==> src/rtl/hex_scan_if.sv <==
// Request, decoder and display signals of the four-digit hex scan controller.
interface hex_scan_if;
  logic        load;
  logic [15:0] value;
  logic        blank_lz;
  logic [3:0]  dec_nibble;
  logic [6:0]  dec_seg;
  logic [6:0]  hex0;
  logic [6:0]  hex1;
  logic [6:0]  hex2;
  logic [6:0]  hex3;
  logic        busy;
  logic        done;

  // Host side: issues requests, hosts the external decoder, watches the display.
  modport master (
    output load, value, blank_lz, dec_seg,
    input  dec_nibble, hex0, hex1, hex2, hex3, busy, done
  );

  // Controller side.
  modport slave (
    input  load, value, blank_lz, dec_seg,
    output dec_nibble, hex0, hex1, hex2, hex3, busy, done
  );
endinterface

==> src/rtl/hex_scan_ctrl.sv <==
// Four-digit hex display refresher time-sharing one external 7-segment decoder.
// Each digit takes an ISSUE/CAPTURE pair; decoded segments pass through an
// output register stage so the displayed digits and the done pulse line up.
module hex_scan_ctrl #(
  parameter logic [6:0] BLANK_PAT = 7'h7F
) (
  input  logic      clk,
  input  logic      rst,
  hex_scan_if.slave bus
);
  localparam int unsigned NIB_W = 4;
  localparam int unsigned SEG_W = 7;
  localparam int unsigned VAL_W = 16;
  localparam int unsigned N_DIG = 4;

  typedef enum logic [1:0] {IDLE, ISSUE, CAPTURE, DONE} state_t;

  typedef struct packed {
    logic [VAL_W-1:0] value;
    logic             blank_lz;
  } req_t;

  state_t           r_state, w_state_nxt;
  logic [1:0]       r_idx, w_idx_nxt;
  req_t             r_shadow, w_shadow_nxt;
  req_t             r_pend, w_pend_nxt;
  logic             r_pend_vld, w_pend_vld_nxt;
  logic [NIB_W-1:0] r_dec_nibble, w_dec_nibble_nxt;
  logic [SEG_W-1:0] r_seg [N_DIG];
  logic [SEG_W-1:0] w_seg_nxt [N_DIG];
  logic [SEG_W-1:0] r_hex [N_DIG];
  logic             r_busy;
  logic             r_done;

  req_t             w_load_req;
  logic [NIB_W-1:0] w_cur_nib;
  logic             w_upper_zero;
  logic             w_blank;

  assign w_load_req = req_t'({bus.value, bus.blank_lz});
  assign w_cur_nib  = r_shadow.value[{r_idx, 2'b00} +: NIB_W];
  assign w_blank    = r_shadow.blank_lz & w_upper_zero;

  // Current digit and everything above it are zero (never true for digit 0).
  always_comb begin
    w_upper_zero = 1'b0;
    case (r_idx)
      2'd1:    w_upper_zero = (r_shadow.value[15:4]  == 12'h000);
      2'd2:    w_upper_zero = (r_shadow.value[15:8]  == 8'h00);
      2'd3:    w_upper_zero = (r_shadow.value[15:12] == 4'h0);
      default: w_upper_zero = 1'b0;
    endcase
  end

  // Next-state and datapath next values.
  always_comb begin
    w_state_nxt      = r_state;
    w_idx_nxt        = r_idx;
    w_shadow_nxt     = r_shadow;
    w_pend_nxt       = r_pend;
    w_pend_vld_nxt   = r_pend_vld;
    w_dec_nibble_nxt = r_dec_nibble;
    w_seg_nxt        = r_seg;

    case (r_state)
      IDLE: begin
        if (bus.load) begin
          w_shadow_nxt = w_load_req;
          w_idx_nxt    = 2'd0;
          w_state_nxt  = ISSUE;
        end else if (r_pend_vld) begin
          // A request that arrived in the DONE cycle with nothing queued.
          w_shadow_nxt   = r_pend;
          w_pend_vld_nxt = 1'b0;
          w_idx_nxt      = 2'd0;
          w_state_nxt    = ISSUE;
        end
      end
      ISSUE: begin
        w_dec_nibble_nxt = w_cur_nib;
        w_state_nxt      = CAPTURE;
      end
      CAPTURE: begin
        w_seg_nxt[r_idx] = w_blank ? BLANK_PAT : bus.dec_seg;
        if (r_idx == 2'd3) begin
          w_state_nxt = DONE;
        end else begin
          w_idx_nxt   = r_idx + 2'd1;
          w_state_nxt = ISSUE;
        end
      end
      DONE: begin
        if (r_pend_vld) begin
          w_shadow_nxt   = r_pend;
          w_pend_vld_nxt = 1'b0;
          w_idx_nxt      = 2'd0;
          w_state_nxt    = ISSUE;
        end else begin
          w_state_nxt = IDLE;
        end
      end
      default: w_state_nxt = IDLE;
    endcase

    // Loads while busy queue up; the newest one wins, even in the DONE cycle.
    if (bus.load && (r_state != IDLE)) begin
      w_pend_nxt     = w_load_req;
      w_pend_vld_nxt = 1'b1;
    end
  end

  // State, datapath and output registers.
  always_ff @(posedge clk) begin
    if (rst) begin
      r_state      <= IDLE;
      r_idx        <= 2'd0;
      r_shadow     <= '0;
      r_pend       <= '0;
      r_pend_vld   <= 1'b0;
      r_dec_nibble <= 4'h0;
      r_busy       <= 1'b0;
      r_done       <= 1'b0;
      for (int i = 0; i < N_DIG; i++) begin
        r_seg[i] <= BLANK_PAT;
        r_hex[i] <= BLANK_PAT;
      end
    end else begin
      r_state      <= w_state_nxt;
      r_idx        <= w_idx_nxt;
      r_shadow     <= w_shadow_nxt;
      r_pend       <= w_pend_nxt;
      r_pend_vld   <= w_pend_vld_nxt;
      r_dec_nibble <= w_dec_nibble_nxt;
      r_busy       <= (w_state_nxt != IDLE);
      r_done       <= (r_state == DONE);
      for (int i = 0; i < N_DIG; i++) begin
        r_seg[i] <= w_seg_nxt[i];
        r_hex[i] <= r_seg[i];
      end
    end
  end

  assign bus.dec_nibble = r_dec_nibble;
  assign bus.hex0       = r_hex[0];
  assign bus.hex1       = r_hex[1];
  assign bus.hex2       = r_hex[2];
  assign bus.hex3       = r_hex[3];
  assign bus.busy       = r_busy;
  assign bus.done       = r_done;

  // Protocol invariants.
  a_busy_state: assert property (@(posedge clk) disable iff (rst)
    r_busy == (r_state != IDLE));
  a_done_single: assert property (@(posedge clk) disable iff (rst)
    r_done |=> !r_done);
  a_nib_stable: assert property (@(posedge clk) disable iff (rst)
    (r_state == CAPTURE) |=> $stable(r_dec_nibble));

endmodule

==> src/flat_wrapper.sv <==
// flat-port wrapper written by rule: the top's interface ports become plain ports
module hex_scan_ctrl_flat 
#(
  parameter logic [6:0] BLANK_PAT = 7'h7F
)
  (clk, rst, bus_load, bus_value, bus_blank_lz, bus_dec_seg, bus_dec_nibble, bus_hex0, bus_hex1, bus_hex2, bus_hex3, bus_busy, bus_done);
  hex_scan_if bus_i ();
  input  logic clk;
  input  logic rst;
  input wire logic [$bits(bus_i.load)-1:0] bus_load;
  input wire logic [$bits(bus_i.value)-1:0] bus_value;
  input wire logic [$bits(bus_i.blank_lz)-1:0] bus_blank_lz;
  input wire logic [$bits(bus_i.dec_seg)-1:0] bus_dec_seg;
  output wire logic [$bits(bus_i.dec_nibble)-1:0] bus_dec_nibble;
  output wire logic [$bits(bus_i.hex0)-1:0] bus_hex0;
  output wire logic [$bits(bus_i.hex1)-1:0] bus_hex1;
  output wire logic [$bits(bus_i.hex2)-1:0] bus_hex2;
  output wire logic [$bits(bus_i.hex3)-1:0] bus_hex3;
  output wire logic [$bits(bus_i.busy)-1:0] bus_busy;
  output wire logic [$bits(bus_i.done)-1:0] bus_done;
  assign bus_i.load = bus_load;
  assign bus_i.value = bus_value;
  assign bus_i.blank_lz = bus_blank_lz;
  assign bus_i.dec_seg = bus_dec_seg;
  assign bus_dec_nibble = bus_i.dec_nibble;
  assign bus_hex0 = bus_i.hex0;
  assign bus_hex1 = bus_i.hex1;
  assign bus_hex2 = bus_i.hex2;
  assign bus_hex3 = bus_i.hex3;
  assign bus_busy = bus_i.busy;
  assign bus_done = bus_i.done;
  hex_scan_ctrl #(.BLANK_PAT(BLANK_PAT)) u_core (.clk(clk), .rst(rst), .bus(bus_i));
endmodule
==> config.mk <==
export PLATFORM = sky130hd
export DESIGN_NAME = hex_scan_ctrl_flat
export DESIGN_NICKNAME = d
export VERILOG_FILES = /design/src/rtl/hex_scan_if.sv /design/src/rtl/hex_scan_ctrl.sv /design/src/flat_wrapper.sv
export SDC_FILE = /design/constraint.sdc
export NUM_CORES = 1
export LEC_CHECK = 0
export ABC_CLOCK_PERIOD_IN_PS = 4000
export CORE_MARGIN = 4
export CORE_UTILIZATION = 34
export CTS_CLUSTER_DIAMETER = 200
export CTS_CLUSTER_SIZE = 14
export DETAILED_ROUTE_END_ITERATION = 10
export HOLD_SLACK_MARGIN = 0.1
export MAX_ROUTING_LAYER = met4
export PLACE_DENSITY = 0.65
export SETUP_SLACK_MARGIN = 0.3
export SLEW_MARGIN = 0
export SYNTH_ARGS = -nofsm -noshare
export SYNTH_HDL_FRONTEND = slang
export SYNTH_SLANG_ARGS = --single-unit
==> constraint.sdc <==
create_clock -name clk -period 4 [get_ports clk]
set_input_delay 1 -clock clk [delete_from_list [all_inputs] [get_ports clk]]
set_output_delay 1 -clock clk [all_outputs]
set_load 0.02 [all_outputs]
After elaboration in Yosys (flattened, before gate mapping)
Memory sizes are Yosys's and may differ from the RTL's. Index checks and enable logic that the tools add are counted.

Flip-flop bits (word level): 73. Bits in latches: 0. Bits in writable memories: 28. Memory bits (read-only): 0. Logic and storage cells: 73. Memories: 1.

Memory list: u_core.r_hex (words 4, bits a word 7, read ports 4, clocked after memory_dff 0, wr ports 4, line hex_scan_ctrl.sv:31) `logic [SEG_W-1:0] r_hex [N_DIG];`.

Add/sub/neg operators: 1. Multiply operators: 0. Div/mod/pow operators: 0. Magnitude comparators: 2. Equal/unequal tests: 8. Shift-type cells: 1. Mux-type cells: 27. Bitwise gates (word level): 6. Reduce and logical (&&, ||, !) cells: 13.

Operators by type and width (count): 7-bit two-way mux (6); 17-bit two-way mux (2); 17-bit case mux with 2 select lines (1); 28-bit bitwise mux (1); 16-bit by 5-bit indexed part select with 4-bit output (1); 7-bit demux with 2-bit select (1); 12-bit zero test (1); 2-bit two-way mux (6); 2-bit equality test (second input constant) (4); 8-bit zero test (1); 2-bit case mux with 4 select lines (1); 1-bit two-way mux (6); 2-bit case mux with 3 select lines (1); 2-bit nonzero test (3); 3-bit nonzero test (2); 2-bit by 1-bit equality test with 1-bit output (second input constant) (2); 4-bit zero test (1); 1-bit bitwise OR (4); 2-bit AND reduction (2); 3-bit >= comparator (second input constant) (1); 3-bit by 1-bit less-than comparator with 1-bit output (second input constant) (1); 3-bit by 2-bit != test with 1-bit output (second input constant) (1); 2-bit NOT with 3-bit output (1); 1-bit case mux with 3 select lines (1); other kinds (6) (7).

Logic depth before layout (Yosys ltp)
Depth after elaboration: 6. Depth in mapped cells: 7. Mapped depth without buffers: 6.

Worst setup path before layout
Ideal clock, no wire load.

Path kind: input-to-reg. Start: input port rst. End: register u_core.r_dec_nibble[0] (netlist: u_core.bus.dec_nibble[0]). Library setup time: 128 ps. Data arrival time: 1831 ps. Slack: 2041 ps. Stages on the path: 4. Path through: clkbuf_1 clkbuf_1 buf_1 nor2_1.

RTL lines: from (decl) (line flat_wrapper.sv:9) `input logic rst;`; to (signal assigned) (line hex_scan_ctrl.sv:133) `r_dec_nibble <= w_dec_nibble_nxt;`; to (decl) (line hex_scan_ctrl.sv:28) `logic [NIB_W-1:0] r_dec_nibble, w_dec_nibble_nxt;`.

No word-level cell between the ends.

Worst setup path after layout
Start: input port bus_load. End: register u_core.r_shadow[9] (netlist bit).

Cells in the longest elaborated chain, start to end: 2.

Ends and longest elaborated chain: from (decl) (line flat_wrapper.sv:10) `input wire logic [$bits(bus_i.load)-1:0] bus_load;`; 17-bit two-way mux (line hex_scan_ctrl.sv:67) `if (bus.load) begin`; 17-bit case mux with 2 select lines (line hex_scan_ctrl.sv:65) `case (r_state)`; to (signal assigned) (line hex_scan_ctrl.sv:130) `r_shadow <= w_shadow_nxt;`; to (decl) (line hex_scan_ctrl.sv:25) `req_t r_shadow, w_shadow_nxt;`.

Every way passes these cells. A chain may end at the register's enable or synchronous reset.

==> impl_metrics.toml <==
[clock_network]
clk_pin_slew_ns = 0.12
cts_tree = "built"
root_buffer = "clkbuf_8"
hold_buffers = 0
numCtsBuffers = 9
ctsResizeCount = 0
clock_path_buffers = 2
h-tree-depth = 3
clkLatencyLatePin_ns = 0.37
clock_sinks = 101
post_cts_buffers = 0

[floorplanning]
core-area_um2 = 10500
rows = 37
die_y_um = 113
die_w_um = 113
ioPinCount = 61
start_util_pct = 35.5
die_area_um2 = 12700

[global_route]
grt_pass1_vias = 2571
grt_max_degree = 56
antenna_found_initial = 0
grt_overflow = 0
grt_pass1_wl_mm = 13.1
grtUsageTotal_pct = 13.0

[synth]
synth-seq-cells = 101
synthArstFlopShare_pct = 0
synth_flop_cell = "dfxtp_1"
netlist_instances = 368
yosys_warnings = 0
netlist_area_um2 = 3710
avgSynthCellArea_um2 = 10.1
synth_nets = 404
synth_seq_area_share_pct = 54.4
synth_area_leaders = "dfxtp_1, o22a_1, a21oi_1, o21ai_0, or2_2"
yosys.area.top_type = "dfxtp_1"
synth-edff-count = 0
synth_cell_type_count = 35
yosysTopAreaCellShare_pct = 54.4

[routing]
vias_per_cell = 4.99
remaining_drc_errors = 0
wl_mm = 7.99
drt-initial-drc-count = 88
routedWlPerCell_um = 14.4
via_count = 2776
final_antenna_net_count = 0
firstDrtPassIters = 6

[finish]
areaGrowthSynthToFinish_pct = 24.0
drive_gt1_share_pct = 14.5
fin_cells = 556
n_antenna_cell = 0
nets = 451
final_core_util_pct = 44.0

[timing]
setup_viol = 0
relSlewSlack_pct = 26.0
post-route-min-period_ns = 2.76
max_freq_mhz = 362
finalCritPeriodShare_pct = 69.0
hold_viol = 0
fin_skew_ns = 0.0204
rsz0062_at_grt = "false"
setup-tns-final_ns = 0
holdWs_ns = 0.433
slew_viol_final = 0
worst_pin_slew_ns = 1.11

[pwr]
p_sw_mw = 0.949
internal-power_mw = 1.75
clock_power_share_pct = 24.0
power_density_nw_per_um2 = 585
seqPwrFrac_pct = 49.0
vdd_ir_drop_max_mv = 0.374
p_leak_nw = 1.61
power.combinational.fraction_pct = 27.0
swShare_pct = 35.2

[critical_path]
cp_data_arrival_time_ns = 3.04
path_cells = "clkdlybuf4s50_1 > nand2b_1 > a21oi_4 > o21ai_0 > a21oi_1"
r2r-start = "u_core.r_state[0]"
reg2reg_depth = 5
path_class = "in2reg"
cp_data_required_time_ns = 4.28
r2r_end = "u_core.r_shadow[9]"
crit_path_end_kind = "register"
start_kind = "primary input"
crit_slowest_cell = "nand2b_1"
regToRegSetupSlack_ns = 1.76
max_stage_delay_ns = 0.60
cp_max_fo = 36

[placement]
place.gp.congestion = 0.834
placedCellCount = 540
io_buffers = 60
hpwl_mm = 5.60

[min_path]
hold_depth = 1
min_from = "u_core.r_seg[22]"
hp-class = "reg2reg"
whs_endpoint = "u_core.r_hex[0][1]"

[flow_run]
cap_violations = 0

[status]
outcome = "completed"
layout make-up:
cell class              instances  area [µm²]
flip-flops and latches        101        2020
fillers                      1056        5860
well taps                     136         170
inverters                       9        33.8
multi-input cells             232        1550
clock buffers                   9         124
repair buffers                 62         616
clock inverters                 7        88.8
power by group through the flow:
stage	Sequential [mW]	Combinational, mW	Clock (mW)
floorplan	1.31	0.537	0
global placement	1.34	0.706	0
detailed placement	1.34	0.732	0
CTS	1.32	0.739	0.671
global route	1.35	0.812	0.707
finish	1.32	0.728	0.648
synthesized netlist by cell type (2+ instances only):
master    number
ha_1           9
buf_1          5
nor2_1         6
mux4_2         3
o21ai_0       35
o31ai_1        3
o211ai_2       2
or2_2         28
o22a_2         7
inv_1          8
nand2b_1       3
clkbuf_2       3
a21oi_1       36
clkbuf_1      13
nand3b_1      17
buf_2          5
o22a_1        21
nor4_1         2
dfxtp_1      101
and2_1         4
o22ai_1        2
nand2_1       36
nand3_1        4
mux2i_1        4
state kept, by name (all words and copies together) (netlist names):
signal	count
u_core.r_pend_vld	1
u_core.bus.busy	1
u_core.r_pend	17
u_core.r_hex	28
u_core.r_seg	28
u_core.r_state	2
u_core.r_shadow	17
u_core.r_idx	2
u_core.bus.done	1
u_core.bus.dec_nibble	4
critical path: cells and delay by family:
kind / cells / cell delay (ns)
compound gates: 3 / 0.88
simple gates: 1 / 0.60
buf+inv: 1 / 0.55
cells in the final DEF, fill, tap and decap left out, drive strengths merged:
cell type | netlist | final
nor2b | 1 | 1
mux4 | 4 | 4
nand2b | 3 | 3
inv | 8 | 11
nand2 | 36 | 36
nand3 | 4 | 4
nand3b | 17 | 17
a21oi | 37 | 37
a221oi | 1 | 1
o311a | 1 | 1
and2 | 4 | 4
o21ai | 35 | 35
o31ai | 3 | 3
buf | 10 | 2
or2 | 29 | 29
clkbuf | 16 | 9
nor2 | 6 | 6
o22a | 28 | 28
o2111ai | 1 | 1
clkinv | 1 | 5
o22ai | 2 | 2
o211ai | 2 | 2
a211oi | 1 | 1
clkdlybuf4s50 | 0 | 60
a21o | 1 | 1
dfxtp | 101 | 101
nor4 | 3 | 3
mux2i | 4 | 4
ha | 9 | 9
how the worst max path moves through the flow:
stage                     startpoint                       end  slack, ns
after CTS                   bus_load        u_core.r_shadow[9]       1.24
after global routing        bus_load        u_core.r_shadow[9]       1.02
final                       bus_load        u_core.r_shadow[9]       1.24
after global placement      bus_load       u_core.r_shadow[13]       1.01
after detailed placement    bus_load        u_core.r_shadow[2]       0.89
after floorplan                  rst  u_core.bus.dec_nibble[0]       2.04
stage by stage:
step	power, mW	area (µm²)	setup WS [ns]
3_5_place_dp	2.07	4390	0.889
6_report	2.70	4610	1.24
3_3_place_gp	2.04	4390	1.01
5_1_grt	2.87	4610	1.02
2_1_floorplan	1.85	3710	2.04
4_1_cts	2.73	4610	1.24
kinds of logic (layout without fill, tap and decap cells):
family	count (synthesis)	count (layout)	synth area share, %
compound gates	112	112	19.8
simple gates	103	103	15.4
flops	101	101	54.4
buf+inv	35	87	3.81
fa+ha+maj	9	9	3.03
mux	8	8	3.60
layer usage:
| layer | track usage (%) | part of all wire [%] |
|---|---|---|
| met3 | 3.50 | 5.4 |
| met5 | - | 0 |
| met4 | 3.61 | 1.0 |
| met2 | 21.4 | 48 |
| met1 | 15.8 | 46 |
Note: power is estimated with default switching activity, not from simulation.
